### config.mk
export PLATFORM = sky130hd
export DESIGN_NAME = apb_arb_master
export DESIGN_NICKNAME = d
export VERILOG_FILES = /design/src/rtl/apb_arb_master.sv
export SDC_FILE = /design/constraint.sdc
export NUM_CORES = 1
export LEC_CHECK = 0
export CAP_MARGIN = 20
export CORE_UTILIZATION = 41
export CTS_CLUSTER_SIZE = 40
export DETAILED_ROUTE_END_ITERATION = 8
export PLACE_DENSITY = 0.88
export RECOVER_POWER = 50
export SKIP_LAST_GASP = 1
export SYNTH_ARGS = -nofsm -noshare
export SYNTH_HDL_FRONTEND = slang
export SYNTH_SLANG_ARGS = --single-unit
### constraint.sdc
create_clock -name PCLK -period 2.64 [get_ports PCLK]
set_input_delay 0.528 -clock PCLK [delete_from_list [all_inputs] [get_ports PCLK]]
set_output_delay 0.528 -clock PCLK [all_outputs]
set_load 0.005 [all_outputs]
### src/rtl/apb_arb_master.sv
// apb_arb_master: two-requester APB master with round-robin arbitration.
//   PCLK, PRESET            : clock, synchronous active-high reset
//   req_valid/write/addr/wdata : per-requester request (requester i in slice i)
//   req_ack                 : one-cycle pulse in the SETUP cycle of the granted requester
//   rsp_valid/rdata/err     : one-cycle completion pulse, read data, timeout flag
//   busy                    : FSM not in IDLE
//   PADDR/PWDATA/PWRITE/PSEL/PENABLE, PRDATA/PREADY : APB master port
module apb_arb_master #(
  parameter int TIMEOUT_CYCLES = 16
) (
  input  logic        PCLK,
  input  logic        PRESET,
  input  logic [1:0]  req_valid,
  input  logic [1:0]  req_write,
  input  logic [63:0] req_addr,
  input  logic [63:0] req_wdata,
  output logic [1:0]  req_ack,
  output logic [1:0]  rsp_valid,
  output logic [31:0] rsp_rdata,
  output logic        rsp_err,
  output logic        busy,
  output logic [31:0] PADDR,
  output logic [31:0] PWDATA,
  output logic        PWRITE,
  output logic        PSEL,
  output logic        PENABLE,
  input  logic [31:0] PRDATA,
  input  logic        PREADY
);

  typedef enum logic [1:0] {IDLE, SETUP, ACCESS} state_t;

  localparam logic [7:0] TO_LAST = 8'(TIMEOUT_CYCLES - 1);

  state_t      state, state_d;
  logic        ptr, ptr_d;
  logic        gnt, gnt_d;
  logic [7:0]  wait_cnt, wait_cnt_d;
  logic [31:0] paddr_d, pwdata_d, rdata_d;
  logic        pwrite_d, psel_d, penable_d, err_d;
  logic [1:0]  ack_d, rv_d;

  logic [1:0][31:0] addr_v, wdata_v;
  logic             pick;

  assign addr_v  = req_addr;
  assign wdata_v = req_wdata;

  // Both valid: pointer decides. Otherwise the lone valid requester wins
  // (req_valid[1] is 1 exactly when requester 1 is the only one).
  assign pick = (&req_valid) ? ptr : req_valid[1];

  always_comb begin
    state_d    = state;
    ptr_d      = ptr;
    gnt_d      = gnt;
    wait_cnt_d = wait_cnt;
    paddr_d    = PADDR;
    pwdata_d   = PWDATA;
    pwrite_d   = PWRITE;
    psel_d     = PSEL;
    penable_d  = PENABLE;
    rdata_d    = rsp_rdata;
    err_d      = rsp_err;
    ack_d      = '0;
    rv_d       = '0;
    case (state)
      IDLE: begin
        if (|req_valid) begin
          state_d     = SETUP;
          gnt_d       = pick;
          ptr_d       = ~pick;
          wait_cnt_d  = '0;
          paddr_d     = addr_v[pick];
          pwdata_d    = wdata_v[pick];
          pwrite_d    = req_write[pick];
          psel_d      = 1'b1;
          penable_d   = 1'b0;
          ack_d[pick] = 1'b1;
        end
      end
      SETUP: begin
        state_d   = ACCESS;
        penable_d = 1'b1;
      end
      ACCESS: begin
        // PREADY is checked first so a ready in the last allowed cycle
        // still completes normally.
        if (PREADY) begin
          state_d    = IDLE;
          psel_d     = 1'b0;
          penable_d  = 1'b0;
          rv_d[gnt]  = 1'b1;
          err_d      = 1'b0;
          rdata_d    = PWRITE ? 32'h0 : PRDATA;
        end else if (wait_cnt == TO_LAST) begin
          state_d    = IDLE;
          psel_d     = 1'b0;
          penable_d  = 1'b0;
          rv_d[gnt]  = 1'b1;
          err_d      = 1'b1;
          rdata_d    = 32'h0;
        end else begin
          wait_cnt_d = wait_cnt + 8'd1;
        end
      end
      default: state_d = IDLE;
    endcase
  end

  always_ff @(posedge PCLK) begin
    if (PRESET) begin
      state     <= IDLE;
      ptr       <= 1'b0;
      gnt       <= 1'b0;
      wait_cnt  <= '0;
      PADDR     <= '0;
      PWDATA    <= '0;
      PWRITE    <= 1'b0;
      PSEL      <= 1'b0;
      PENABLE   <= 1'b0;
      req_ack   <= '0;
      rsp_valid <= '0;
      rsp_rdata <= '0;
      rsp_err   <= 1'b0;
      busy      <= 1'b0;
    end else begin
      state     <= state_d;
      ptr       <= ptr_d;
      gnt       <= gnt_d;
      wait_cnt  <= wait_cnt_d;
      PADDR     <= paddr_d;
      PWDATA    <= pwdata_d;
      PWRITE    <= pwrite_d;
      PSEL      <= psel_d;
      PENABLE   <= penable_d;
      req_ack   <= ack_d;
      rsp_valid <= rv_d;
      rsp_rdata <= rdata_d;
      rsp_err   <= err_d;
      busy      <= (state_d != IDLE);
    end
  end

endmodule

* After elaboration in Yosys (flattened, before gate mapping)
Cells that the tools add are included.
** Cells by class
- Add/subtract/negate cells :: 1
- $lt $le $gt $ge :: 4
- Equal/unequal tests :: 7
- Mux-type cells :: 32
- Bitwise operators :: 4
- Reductions and logical operators :: 16
** Operator list (number)
- 2-to-1 mux 32 bit :: 7
- 2-to-1 mux 8 bit :: 3
- one-hot mux 8 bit (2 select lines) :: 1
- 2-to-1 mux 1 bit :: 11
- 2-to-1 mux 2 bit :: 5
- adder 8 x 1 -> 8 bit (second input constant) :: 1
- == test 8 x 4 -> 1 bit (second input constant) :: 1
- != test 2 bit (second input constant) :: 3
- one-hot mux 2 bit (3 select lines) :: 1
- AND reduction 2 bit :: 3
- AND reduction 3 bit :: 2
- nonzero test 2 bit :: 3
- < comparator 1 x 2 -> 1 bit (second input constant) :: 2
- inverter 1 bit :: 4
- AND reduction 4 bit :: 1
- OR reduction 2 bit :: 2
- != test 3 bit (second input constant) :: 1
- one-hot mux 1 bit (3 select lines) :: 1
- nonzero test 3 bit :: 1
- OR reduction 3 bit :: 1
- demux 1 bit (select 1 bit) :: 2
- == test 2 x 1 -> 1 bit (second input constant) :: 1
- == test 2 bit (second input constant) :: 1
- greater-or-equal comparator 1 bit (second input constant) :: 2
- 3 further kinds :: 4
** Word-level totals
- Flip-flop bits (word level) :: 117
- Input bits :: 167
- Output and inout port bits :: 105
- Logic and storage cells :: 78

* Logic depth before layout (Yosys ltp)
- Word-level depth :: 6
- Mapped depth :: 7
- Mapped depth without buffers :: 5

* Worst setup path before layout
Ideal clock, no wire load.
- Path kind :: input to register
- From :: in PREADY
- To :: reg wait_cnt[7]
- Library setup time :: 0.070 ns
- Arrival :: 1.519 ns
- Setup slack :: 1.051 ns
- Cell stages on the path :: 4
- Cell sequence :: nor3b_4 o21ai_4 or4_1 a21oi_1
** Between the ends
- Cells in the longest elaborated chain, start to end :: 2
** RTL lines
- start: declaration :: RTL line 28 : input logic PREADY
- != test 2 bit (no line)
- AND reduction 4 bit (no line)
- end signal: assignment :: RTL line 131 : wait_cnt <= wait_cnt_d;
- end: declaration :: RTL line 38 : logic [7:0] wait_cnt, wait_cnt_d;
Every way passes these cells.
A chain may end at the register's enable or synchronous reset.

* Worst setup path in the final report
- From :: reg wait_cnt[4]
- To :: reg wait_cnt[7]
** Between the ends
- Cells in the longest elaborated chain, start to end :: 4
- Elaborated cells on any way between the ends :: 7
** RTL lines
- adder 8 x 1 -> 8 bit :: RTL line 104 : wait_cnt_d = wait_cnt + 8'd1;
- 2-to-1 mux 8 bit :: RTL line 96 : end else if (wait_cnt == TO_LAST) begin
- 2-to-1 mux 8 bit :: RTL line 89 : if (PREADY) begin
- one-hot mux 8 bit (2 select lines) :: RTL line 67 : case (state)
Parallel ways exist; a longest one is shown, timed or not. The select of a mux whose other input is x is not followed.

==> results.ini <==
[pwr]
power_switching_mw = 1.31
power_density_nw_per_um2 = 687
cellLeakagePower_nw = 3.53
p_sw_share_pct = 23.6
vdd_drop_max_uv = 424
total_power_mw = 5.57
power.share.clock_pct = 46.2
internal-power_mw = 4.26
comb_power_share_pct = 17.9
seqPwrFrac_pct = 35.9

[die]
die_area_um2 = 11800
core_area_um2 = 11000
die_x_um = 109
die_h_um = 109
ios = 272
rows = 38
initial_utilization_pct = 42.5

[place]
port_buffers = 271
gp_congestion = 0.840
hpwlAfterDp_um = 10500
pre_cts_slack_ns = 0.370

[synthesis]
syn_area_um2 = 4670
synthTopCellsByArea = dfxtp_1 50%, mux2i_1 14%, a211oi_1 11%
synthCells = 448
synth_top_area_share_pct = 50.1
syn_nets = 616
ys_types = 47
yosysTopAreaCell = dfxtp_1
ys_ff_latch = 117
synth_warnings = 0
avgSynthCellArea_um2 = 10.4
seq_area_frac_synth_pct = 50.1

[timing]
fmax_mhz = 479
slew_viol_final = 0
relSlewSlack_pct = 49.7
worst_slew_pin_slew_ns = 0.747
timing.final.crit_period_ns = 2.09
finalSetupViolations = 0
finalSetupTns_ns = 0
period_share_pct = 79.0
fin_ws_ns = 0.554
holdWs_ns = 0.436
clock_skew_ns = 0.0105
rsz0062_at_grt = false
final-hold-violation-count = 0

[min_path]
worst_hold_path_type = in -> reg

[flow_run]
cap_violations = 0

[grt]
grt_first_pass_wirelength_um = 22200
grt_max_degree = 133
groute.usage.overall_pct = 24.5
grt.overflow.total = 0
antenna_found_initial = 0
grt_pass1_vias = 4499

[final_layout]
final_common_cell = clkdlybuf4s50_1
diodes = 0
fin_util_pct = 73.8
layout-drive-gt1-share_pct = 6.53
finalNetCount = 875
area_growth_pct = 73.6
final_cell_mix = 185 x clkdlybuf4s50_1, 117 x dfxtp_1, 85 x dlygate4sd3_1

[route]
viasPerCell = 5.19
firstDrtPassIters = 4
via_count = 4461
routed_wl_um = 14600
wl_per_cell_um = 17.0
drt_iter0_markers = 144
ant_nets = 0
route.detailed.drc = 0

[critical_path]
crit_type = reg -> reg
cp_max_fo = 9
critPathLaunchType = flip-flop
crit_path_end_kind = flip-flop
cp.required_ns = 2.97
crit_slowest_cell = o21ai_0
slowest_delay_ns = 0.64
arrival_ns = 2.42
path_cells = or4_1, o21ai_0, o311ai_1, a21oi_1

[cts]
hold_buffers = 0
cts-root-buf = clkbuf_16
cts_tree = built
cts_setup_buffers = 0
clkLatencyLatePin_ns = 0.41
clockBufferDepth = 2
cts_made_buffers = 17
cts.sinks = 117
htree_levels = 4
cts.repair.resized = 0
clkSlewWorstSetupHoldPaths_ns = 0.05

[outcome]
status = finished clean

cells in the mapped netlist, drive strengths merged:
master   count
o311ai       1
o21bai       1
nor2        73
a21oi        7
or2          3
o21ai        3
nor3         1
a2111oi      1
nand3b       1
nand4        2
and3         2
or4          2
o21ba        1
a21boi       1
inv          2
o211ai       2
buf         21
ha           1
mux2i       66
o21a         1
a211oi      66
nand3        4
nand2b       3
nor2b        1
a31oi        2
and2         1
clkbuf      17
nand2        3
xor2         2
xnor2        1
dfxtp      117
a22o        32
or3          1
nor3b        2
nor4b        2
nor4         2
final cells by class:
class | count | area, um2
fillers | 762 | 2870
repair buffers | 278 | 2800
flip-flops and latches | 117 | 2340
multi-input cells | 291 | 2120
clock buffers | 20 | 467
clock inverters | 12 | 199
well taps | 140 | 175
inverters | 2 | 7.51
metal layers:
layer	GRT usage (%)	share of wire, %	vias up
li1	-	-	2178
met1	25.7	38	2075
met2	44.7	52	182
met3	7.59	7.0	26
met4	10.8	2.4	0
met5	0	0	-
power by group through the flow:
stage	Sequential (mW)	Combinational [mW]	Clock (mW)
floorplan	2.04	0.402	0
global placement	2.03	1.02	0
detailed placement	2.04	1.04	0
CTS	2.01	1.05	2.60
global route	2.02	1.08	2.69
finish	2.00	0.996	2.58
sequential cells by signal (all words and copies together) (netlist names), 2 cells and up:
name / count
PADDR: 32
PWDATA: 32
rsp_rdata: 32
wait_cnt: 8
req_ack: 2
rsp_valid: 2
state: 2
kinds of logic after synthesis:
kind of cell	count (synthesis)	synth area share (%)
AOI/OAI and AO/OA	118	19.8
muxes	66	14.1
buffers and inverters	40	4.39
DFF	117	50.1
adders and majority gates	1	0.268
xor gates and xnor gates	3	0.563
and+or+nand+nor	103	10.7
worst max-delay path: cells and delay by family, from the launching register on:
family / cells / cell delay, ns
flip-flops: 1 / 0.39
AND/OR/NAND/NOR: 1 / 0.61
AO/OA/AOI/OAI: 3 / 1.01
path summary, 6_finish.rpt:
check | start | end | slack [ns] | depth (start not counted)
worst min register to register | rsp_rdata[12]$_SDFFE_PP0P_ | rsp_rdata[12]$_SDFFE_PP0P_ | 0.47 | 1
worst max-delay path | wait_cnt[4]$_SDFFE_PP0P_ | wait_cnt[7]$_SDFFE_PP0P_ | 0.55 | 4
worst min-delay path | PRESET | rsp_err$_SDFFE_PP0P_ | 0.44 | 2
worst max register to register | wait_cnt[4]$_SDFFE_PP0P_ | wait_cnt[7]$_SDFFE_PP0P_ | 0.55 | 4
through the flow:
| stage | cells | area [um2] |
|---|---|---|
| after floorplan | 448 | 4670 |
| after global placement | 828 | 7470 |
| after detailed placement | 828 | 7470 |
| after CTS | 860 | 8130 |
| after global routing | 860 | 8110 |
| final | 860 | 8110 |
Power figures use the tool's default switching activity.
